===== src/rtl/flex_tx_pkg.sv =====
// Shared types and line levels for the framed parallel-to-serial transmitter.
package flex_tx_pkg;

  typedef enum logic [1:0] {
    TX_IDLE,
    TX_START,
    TX_DATA,
    TX_STOP
  } tx_state_t;

  localparam logic LINE_IDLE = 1'b1;
  localparam logic START_BIT = 1'b0;
  localparam logic STOP_BIT  = 1'b1;

endpackage


===== src/rtl/flex_pts_tx_if.sv =====
// Producer-facing handshake and serial line bundle of the transmitter.
interface flex_pts_tx_if #(
  parameter int unsigned NUM_BITS = 8
);

  logic [NUM_BITS-1:0] tx_data;
  logic                tx_valid;
  logic                tx_ready;
  logic                serial_out;
  logic                busy;
  logic                tx_done;

  modport master (
    output tx_data, tx_valid,
    input  tx_ready, serial_out, busy, tx_done
  );

  modport slave (
    input  tx_data, tx_valid,
    output tx_ready, serial_out, busy, tx_done
  );

endinterface


===== src/rtl/flex_pts_sr.sv =====
// Loadable shift register presenting one bit at a time; vacated bits fill with 1.
module flex_pts_sr #(
  parameter int unsigned NUM_BITS  = 8,
  parameter bit          SHIFT_MSB = 1'b1
) (
  input  logic                clk,
  input  logic                rst,
  input  logic                load_enable,
  input  logic                shift_enable,
  input  logic [NUM_BITS-1:0] parallel_in,
  output logic                serial_out
);

  logic [NUM_BITS-1:0] sr_q;

  always_ff @(posedge clk) begin
    if (rst) begin
      sr_q <= '1;
    end else if (load_enable) begin
      sr_q <= parallel_in;
    end else if (shift_enable) begin
      if (SHIFT_MSB) begin
        sr_q <= {sr_q[NUM_BITS-2:0], 1'b1};
      end else begin
        sr_q <= {1'b1, sr_q[NUM_BITS-1:1]};
      end
    end
  end

  assign serial_out = SHIFT_MSB ? sr_q[NUM_BITS-1] : sr_q[0];

endmodule


===== src/rtl/flex_pts_tx.sv =====
// Framed serial transmitter: start bit, NUM_BITS data bits, stop bit, each held
// CLKS_PER_BIT clocks; gapless back-to-back when a word arrives in the last stop cycle.
module flex_pts_tx
  import flex_tx_pkg::*;
#(
  parameter int unsigned NUM_BITS     = 8,
  parameter bit          SHIFT_MSB    = 1'b1,
  parameter int unsigned CLKS_PER_BIT = 4
) (
  input  logic          clk,
  input  logic          rst,
  flex_pts_tx_if.slave  bus
);

  localparam int unsigned TW = $clog2(CLKS_PER_BIT + 1);
  localparam int unsigned BW = $clog2(NUM_BITS + 1);
  localparam logic [TW-1:0] TICK_LAST = TW'(CLKS_PER_BIT - 1);
  localparam logic [TW-1:0] TICK_PRE  = (CLKS_PER_BIT > 1) ? TW'(CLKS_PER_BIT - 2) : '0;
  localparam logic [BW-1:0] BIT_LAST  = BW'(NUM_BITS - 1);

  tx_state_t     state_q;
  logic [TW-1:0] tick_q;
  logic [BW-1:0] bit_q;
  logic          serial_out_q;
  logic          tx_ready_q;
  logic          busy_q;
  logic          tx_done_q;

  logic          accept_c;
  logic          last_tick_c;
  logic          last_bit_c;
  logic          shift_en_c;
  logic          sr_bit_c;

  always_comb begin
    accept_c    = bus.tx_valid && tx_ready_q;
    last_tick_c = (tick_q == TICK_LAST);
    last_bit_c  = (bit_q == BIT_LAST);
    // Shift as each data bit is copied to the line so the head is always the next bit.
    shift_en_c  = last_tick_c &&
                  ((state_q == TX_START) || ((state_q == TX_DATA) && !last_bit_c));
  end

  flex_pts_sr #(
    .NUM_BITS  (NUM_BITS),
    .SHIFT_MSB (SHIFT_MSB)
  ) u_sr (
    .clk          (clk),
    .rst          (rst),
    .load_enable  (accept_c),
    .shift_enable (shift_en_c),
    .parallel_in  (bus.tx_data),
    .serial_out   (sr_bit_c)
  );

  // Frame sequencer; every output flop is set up one cycle ahead of the cycle it describes.
  always_ff @(posedge clk) begin
    if (rst) begin
      state_q      <= TX_IDLE;
      tick_q       <= '0;
      bit_q        <= '0;
      serial_out_q <= LINE_IDLE;
      tx_ready_q   <= 1'b1;
      busy_q       <= 1'b0;
      tx_done_q    <= 1'b0;
    end else begin
      tx_done_q <= 1'b0;
      case (state_q)
        TX_IDLE: begin
          if (accept_c) begin
            state_q      <= TX_START;
            tick_q       <= '0;
            serial_out_q <= START_BIT;
            tx_ready_q   <= 1'b0;
            busy_q       <= 1'b1;
          end
        end
        TX_START: begin
          if (last_tick_c) begin
            state_q      <= TX_DATA;
            tick_q       <= '0;
            bit_q        <= '0;
            serial_out_q <= sr_bit_c;
          end else begin
            tick_q <= tick_q + TW'(1);
          end
        end
        TX_DATA: begin
          if (last_tick_c) begin
            tick_q <= '0;
            if (last_bit_c) begin
              state_q      <= TX_STOP;
              serial_out_q <= STOP_BIT;
              if (CLKS_PER_BIT == 1) begin
                tx_done_q  <= 1'b1;
                tx_ready_q <= 1'b1;
              end
            end else begin
              bit_q        <= bit_q + BW'(1);
              serial_out_q <= sr_bit_c;
            end
          end else begin
            tick_q <= tick_q + TW'(1);
          end
        end
        TX_STOP: begin
          if (last_tick_c) begin
            tick_q <= '0;
            if (accept_c) begin
              state_q      <= TX_START;
              serial_out_q <= START_BIT;
              tx_ready_q   <= 1'b0;
            end else begin
              state_q      <= TX_IDLE;
              serial_out_q <= LINE_IDLE;
              busy_q       <= 1'b0;
            end
          end else begin
            tick_q <= tick_q + TW'(1);
            if ((CLKS_PER_BIT > 1) && (tick_q == TICK_PRE)) begin
              tx_done_q  <= 1'b1;
              tx_ready_q <= 1'b1;
            end
          end
        end
        default: begin
          state_q      <= TX_IDLE;
          serial_out_q <= LINE_IDLE;
          tx_ready_q   <= 1'b1;
          busy_q       <= 1'b0;
        end
      endcase
    end
  end

  assign bus.serial_out = serial_out_q;
  assign bus.tx_ready   = tx_ready_q;
  assign bus.busy       = busy_q;
  assign bus.tx_done    = tx_done_q;

endmodule


===== src/flat_wrapper.sv =====
// flat-port wrapper written by rule: the top's interface ports become plain ports
module flex_pts_tx_flat import flex_tx_pkg::*;
#(
  parameter int unsigned NUM_BITS     = 8,
  parameter bit          SHIFT_MSB    = 1'b1,
  parameter int unsigned CLKS_PER_BIT = 4
)
  (clk, rst, bus_tx_data, bus_tx_valid, bus_tx_ready, bus_serial_out, bus_busy, bus_tx_done);
  flex_pts_tx_if #(.NUM_BITS(NUM_BITS)) bus_i ();
  input  logic clk;
  input  logic rst;
  input wire logic [$bits(bus_i.tx_data)-1:0] bus_tx_data;
  input wire logic [$bits(bus_i.tx_valid)-1:0] bus_tx_valid;
  output wire logic [$bits(bus_i.tx_ready)-1:0] bus_tx_ready;
  output wire logic [$bits(bus_i.serial_out)-1:0] bus_serial_out;
  output wire logic [$bits(bus_i.busy)-1:0] bus_busy;
  output wire logic [$bits(bus_i.tx_done)-1:0] bus_tx_done;
  assign bus_i.tx_data = bus_tx_data;
  assign bus_i.tx_valid = bus_tx_valid;
  assign bus_tx_ready = bus_i.tx_ready;
  assign bus_serial_out = bus_i.serial_out;
  assign bus_busy = bus_i.busy;
  assign bus_tx_done = bus_i.tx_done;
  flex_pts_tx #(.NUM_BITS(NUM_BITS), .SHIFT_MSB(SHIFT_MSB), .CLKS_PER_BIT(CLKS_PER_BIT)) u_core (.clk(clk), .rst(rst), .bus(bus_i));
endmodule

===== config.mk =====
export PLATFORM = sky130hd
export DESIGN_NAME = flex_pts_tx_flat
export DESIGN_NICKNAME = d
export VERILOG_FILES = /design/src/rtl/flex_tx_pkg.sv /design/src/rtl/flex_pts_tx_if.sv /design/src/rtl/flex_pts_sr.sv /design/src/rtl/flex_pts_tx.sv /design/src/flat_wrapper.sv
export SDC_FILE = /design/constraint.sdc
export NUM_CORES = 1
export LEC_CHECK = 0
export CORE_AREA = 5 5 49 62
export DETAILED_ROUTE_END_ITERATION = 10
export DIE_AREA = 0 0 54 67
export PLACE_DENSITY = 0.79
export SKIP_LAST_GASP = 1
export SLEW_MARGIN = 10
export SYNTH_ARGS = -nofsm -noshare
export SYNTH_HDL_FRONTEND = slang
export SYNTH_SLANG_ARGS = --single-unit

===== constraint.sdc =====
create_clock -name clk -period 1.9 [get_ports clk]
set_input_delay 0.19 -clock clk [delete_from_list [all_inputs] [get_ports clk]]
set_output_delay 0.19 -clock clk [all_outputs]
set_load 0.02 [all_outputs]

== After elaboration in Yosys (flattened, before gate mapping) ==
Index checks and enable logic that the tools add are counted.
Widths: inputs -> output; s select.
Storage, ports and cells
  register bits: 21
  input bits: 11
  output and inout port bits: 4
  logic and storage cells: 73
Operators by class
  mux-type cells: 32
  bitwise gates (word level): 1
  $add $sub $neg: 2
  reductions and logical operators: 16
  equality and inequality tests: 14
Operators by type and width (number)
  $mux 8: 2
  $mux 1: 14
  $mux 4: 3
  $reduce_and 4->1: 3
  $mux 2: 5
  $ne 2x1->1 const B: 5
  $pmux 2 s4: 1
  $pmux 4 s2: 1
  $eq 3x2->1 const B: 2
  $mux 3: 2
  $pmux 3 s2: 1
  $reduce_bool 2->1: 3
  $reduce_or 3->1: 2
  $reduce_and 5->1: 1
  $add 4x1->4 const B: 1
  $eq 2x2->1 const B: 2
  $eq 4x3->1 const B: 1
  $ne 2x2->1 const B: 2
  $pmux 1 s2: 2
  $pmux 1 s4: 1
  $add 3x1->3 const B: 1
  $logic_and 1x1->1: 3
  $ne 3x1->1 const B: 1
  $eq 2x1->1 const B: 1
  5 further kinds: 5

== Logic depth before layout (Yosys ltp) ==
  word-level depth: 7
  gate-level depth with buffers: 8
  mapped depth without buffers: 6

== Modules after synthesis ==
A second synthesis with hierarchy kept.
Unflattened totals
  cells, all modules: 127
  area, all modules: 1161.1 sq um
By module, submodules not included
  flex_pts_tx: times used 1, area an instance 795.8 sq um, cells an instance 92, sequential area each 260.2 sq um
  flex_pts_sr: times used 1, area an instance 365.4 sq um, cells an instance 35, sequential area each 160.2 sq um

== Worst setup path after synthesis ==
OpenSTA, ideal clock, no wires.
  kind: register to register
  start: register u_core.state_q[0]
  end: register u_core.u_sr.sr_q[2]
  data arrival time: 1.525 ns
  setup slack: 0.255 ns
  cell stages (with the launch flop): 9
  period minus slack after synthesis: 1.645 ns
  required time: 1.781 ns
  library setup time: 0.119 ns
  path through: dfxtp_1 -> inv_1 -> ha_1 -> buf_2 -> inv_1 -> o311ai_4 -> buf_4 -> and3_1 -> o21bai_1
Between the ends
  longest elaborated chain between the ends: 5
RTL lines
  from (decl): RTL line flex_pts_tx.sv:21  | tx_state_t state_q;
  from (signal assigned): RTL line flex_pts_tx.sv:59  | state_q <= TX_IDLE;
  from (signal assigned): RTL line flex_pts_tx.sv:71  | state_q <= TX_START;
  from (signal assigned): RTL line flex_pts_tx.sv:80  | state_q <= TX_DATA;
  $eq 2x2->1: RTL line flex_pts_tx.sv:41  | ((state_q == TX_START) || ((state_q == TX_DATA) && !last_bit_c));
  $logic_and 1x1->1: RTL line flex_pts_tx.sv:41
  $logic_or 1x1->1 (*): RTL line flex_pts_tx.sv:41
  $logic_and 1x1->1 (*): RTL line flex_pts_tx.sv:40  | shift_en_c = last_tick_c &&
  $reduce_bool 2->1 (no source line) (*)
  to (signal assigned): RTL line flex_pts_sr.sv:20  | sr_q <= parallel_in;
  to (signal assigned): RTL line flex_pts_sr.sv:23  | sr_q <= {sr_q[NUM_BITS-2:0], 1'b1};
  to (signal assigned): RTL line flex_pts_sr.sv:25  | sr_q <= {1'b1, sr_q[NUM_BITS-1:1]};
  to (decl): RTL line flex_pts_sr.sv:14  | logic [NUM_BITS-1:0] sr_q;
Every way passes the cells marked *; elsewhere a longest branch is shown, timed or not.
A chain may end at the register's enable or synchronous reset.

== Worst setup path after layout ==
  start: register u_core.state_q[0]
  end: register u_core.state_q[0]
Between the ends
  longest elaborated chain between the ends: 3
RTL lines
  $eq 2x2->1 (tied with other cells): RTL line flex_pts_tx.sv:68  | case (state_q)
  $ne 2x1->1 (no source line)
  $reduce_and 5->1 (no source line)
Several ways; a longest one is shown, not always the timed one.

==> flow_summary.json <==
{
  "cts_sinks": 21,
  "period_minus_slack_ns": 1.81,
  "holdCritPathClass": "register to register",
  "worst_pin_slew_ns": 0.474,
  "path_max_fanout": 5,
  "p_leak_nw": 0.626,
  "met2_usage_pct": 30.0,
  "postCtsHoldBufs": 0,
  "fillerInstances": 195,
  "yosysUniqueCellTypes": 38,
  "fin_crit_sh_pct": 95.4,
  "finish.utilization_pct": 61.3,
  "place.port_buffers": 14,
  "rows": 20,
  "synth_nets": 163,
  "die_y_um": 67,
  "die_x_um": 54,
  "arrival_ns": 2.05,
  "max_freq_ghz": 0.551,
  "hpwl_mm": 2.02,
  "gp_congestion": 0.892,
  "finalHoldViolCount": 0,
  "worst-path-stages": 6,
  "synthTopCellsByCount": "dfxtp_1, nor2_1, nand2_1",
  "fin_ws_ns": 0.0867,
  "rr_worst_depth": 6,
  "dp_slack_ns": 0.121,
  "path_clk_slew_ns": 0.12,
  "max_slew_margin_pct": 68.3,
  "required_ns": 2.14,
  "cts-root-buf": "clkbuf_4",
  "ys_async_sr_fraction_pct": 0,
  "top_usage_layer": "met2",
  "critPathLaunchType": "register",
  "wl_per_cell_um": 13.9,
  "synthTopCellsByArea": "dfxtp_1, ha_1, nor2_1, o21bai_1, and3_1",
  "grt_pass1_wl_mm": 4.66,
  "finalWirelength_mm": 2.75,
  "drc": 0,
  "cts_tree": "built",
  "drive_gt1_share_pct": 14.0,
  "antenna_cells": 0,
  "antenna_found_initial": 0,
  "post_cts.repair.setup_buffers": 0,
  "yosysWarnings": 0,
  "tns_ns": 0,
  "synth.largest_area_cell": "dfxtp_1",
  "worstSetupPathType": "register to register",
  "io-pin-count": 15,
  "grt_pass1_vias": 1160,
  "h-tree-depth": 1,
  "clock_latency_ns": 0.30,
  "ys_seq_area_share_pct": 34.6,
  "path_cells": "inv_1, ha_1, a21bo_2, o21ai_2, or4_1, a21oi_1",
  "clockBufferDepth": 2,
  "start_util_pct": 51.1,
  "netlist_instances": 144,
  "crit_family": "simple AND/OR/NAND/NOR gates",
  "core_um2": 2380,
  "die_area_um2": 3620,
  "use_met1_pct": 19.0,
  "max_stage_delay_ns": 0.51,
  "cellPowerDensity_nw_per_um2": 1090,
  "maxCapViolCount": 0,
  "first_pass_iters": 4,
  "cts_resized": 0,
  "place_area_um2": 1420,
  "min_delay_path_depth": 2,
  "grt_max_degree": 22,
  "finalSetupViolations": 0,
  "critPathCaptureType": "register",
  "crit_buf_inv": 1,
  "power.total_mw": 1.59,
  "layout.nets": 184,
  "synth_seq_cells": 21,
  "yosysMostFrequentCell": "dfxtp_1",
  "avgSynthCellArea_um2": 8.43,
  "grt_overflow_total": 0,
  "vias": 1113,
  "use_met3_pct": 3.36,
  "area_delta_synth_final_pct": 20.1,
  "crit_slowest_cell": "or4_1",
  "ant_nets": 0,
  "grt_usage_pct": 16.8,
  "numCtsBuffers": 3,
  "synth-edff-count": 0,
  "vias_per_cell": 5.65,
  "synth_area_um2": 1210,
  "status": "complete, no violations",
  "drt_iter0_drc": 35,
  "ys.flop_type": "dfxtp_1",
  "rrSetupSlack_ns": 0.09,
  "fin_skew_ns": 0.00603,
  "worst_ir_drop_vdd_mv": 0.569,
  "synth_top_area_share_pct": 34.6,
  "finalInstanceArea_um2": 1460,
  "final-max-slew-violation-count": 0
}
worst register-to-register path: cells and delay by family (launching register included):
kind            cells  cell delay (ns)
simple gates        1             0.51
flops               1             0.45
compound gates      3             0.45
fa+ha+maj           1             0.23
buf+inv             1             0.11
stage by stage:
step           std cells  hold slack [ns]
2_1_floorplan        144            0.340
3_3_place_gp         193            0.453
3_5_place_dp         193            0.465
4_1_cts              197            0.482
5_1_grt              197            0.498
6_report             197            0.479
report_power, final:
group / switching [mW] / leakage [nW] / internal, mW
sequential: 0.0846 / 0.172 / 0.520
combinational: 0.439 / 0.436 / 0.340
clock: 0.133 / 0.0177 / 0.0783
cell usage in the layout, fill, tap and decap left out, drive strengths merged:
master / netlist / final
a2111oi: 3 / 3
a211o: 2 / 2
a21bo: 1 / 1
a21boi: 1 / 1
a21oi: 8 / 8
a221oi: 1 / 1
a31o: 1 / 1
and2: 2 / 2
and2b: 1 / 1
and3: 8 / 8
and3b: 2 / 2
buf: 6 / 10
clkbuf: 2 / 3
clkdlybuf4s50: 0 / 14
clkinv: 0 / 1
dfxtp: 21 / 21
ha: 8 / 8
inv: 6 / 6
nand2: 11 / 11
nand2b: 1 / 1
nand3: 9 / 9
nand3b: 1 / 1
nand4bb: 1 / 1
nor2: 19 / 19
nor3: 2 / 2
nor3b: 1 / 1
nor4: 2 / 2
o21ai: 8 / 8
o21bai: 8 / 8
o311ai: 1 / 1
o41ai: 3 / 3
or3: 1 / 1
or4: 1 / 1
xnor2: 2 / 2
layer usage:
layer	vias up	routed length [um]
met5	-	0
met4	0	56
met3	8	106
met2	27	1300
met1	525	1280
li1	553	-
cells by family (layout without fill, tap and decap cells):
family,Yosys count,after routing,share of synthesized area [%]
AO/OA/AOI/OAI,37,37,24.0
XOR/XNOR,2,2,1.44
adder cells (fa/ha/maj),8,8,8.25
buffers and inverters,14,34,5.67
flip-flops,21,21,34.6
AND/OR/NAND/NOR,62,62,26.0
sequential cells by signal (all words and copies together), names as in the netlist:
signal	flops
u_core.state_q	2
u_core.tick_q	3
u_core.bus.busy	1
u_core.bus.tx_ready	1
u_core.bus.tx_done	1
u_core.bit_q	4
u_core.bus.serial_out	1
u_core.u_sr.sr_q	8
final cells by class:
cell class / instances / area, um^2 / share of cell area [%]
Multi-Input combinational cell: 109 / 731 / 50.1
Tap cell: 33 / 41.3 / 2.83
Timing Repair Buffer: 24 / 215 / 14.8
Sequential cell: 21 / 420 / 28.8
Clock inverter: 1 / 5.00 / 0.343
Clock buffer: 3 / 22.5 / 1.55
Inverter: 6 / 22.5 / 1.55
worst paths after layout:
check | start | end
worst max-delay path | u_core.state_q[0] | u_core.state_q[0]
worst min-delay path | u_core.bus.busy | u_core.bus.busy
worst max register to register | u_core.state_q[0] | u_core.state_q[0]
worst min register to register | u_core.bus.busy | u_core.bus.busy
No activity file was read; power rests on OpenSTA's default activity.
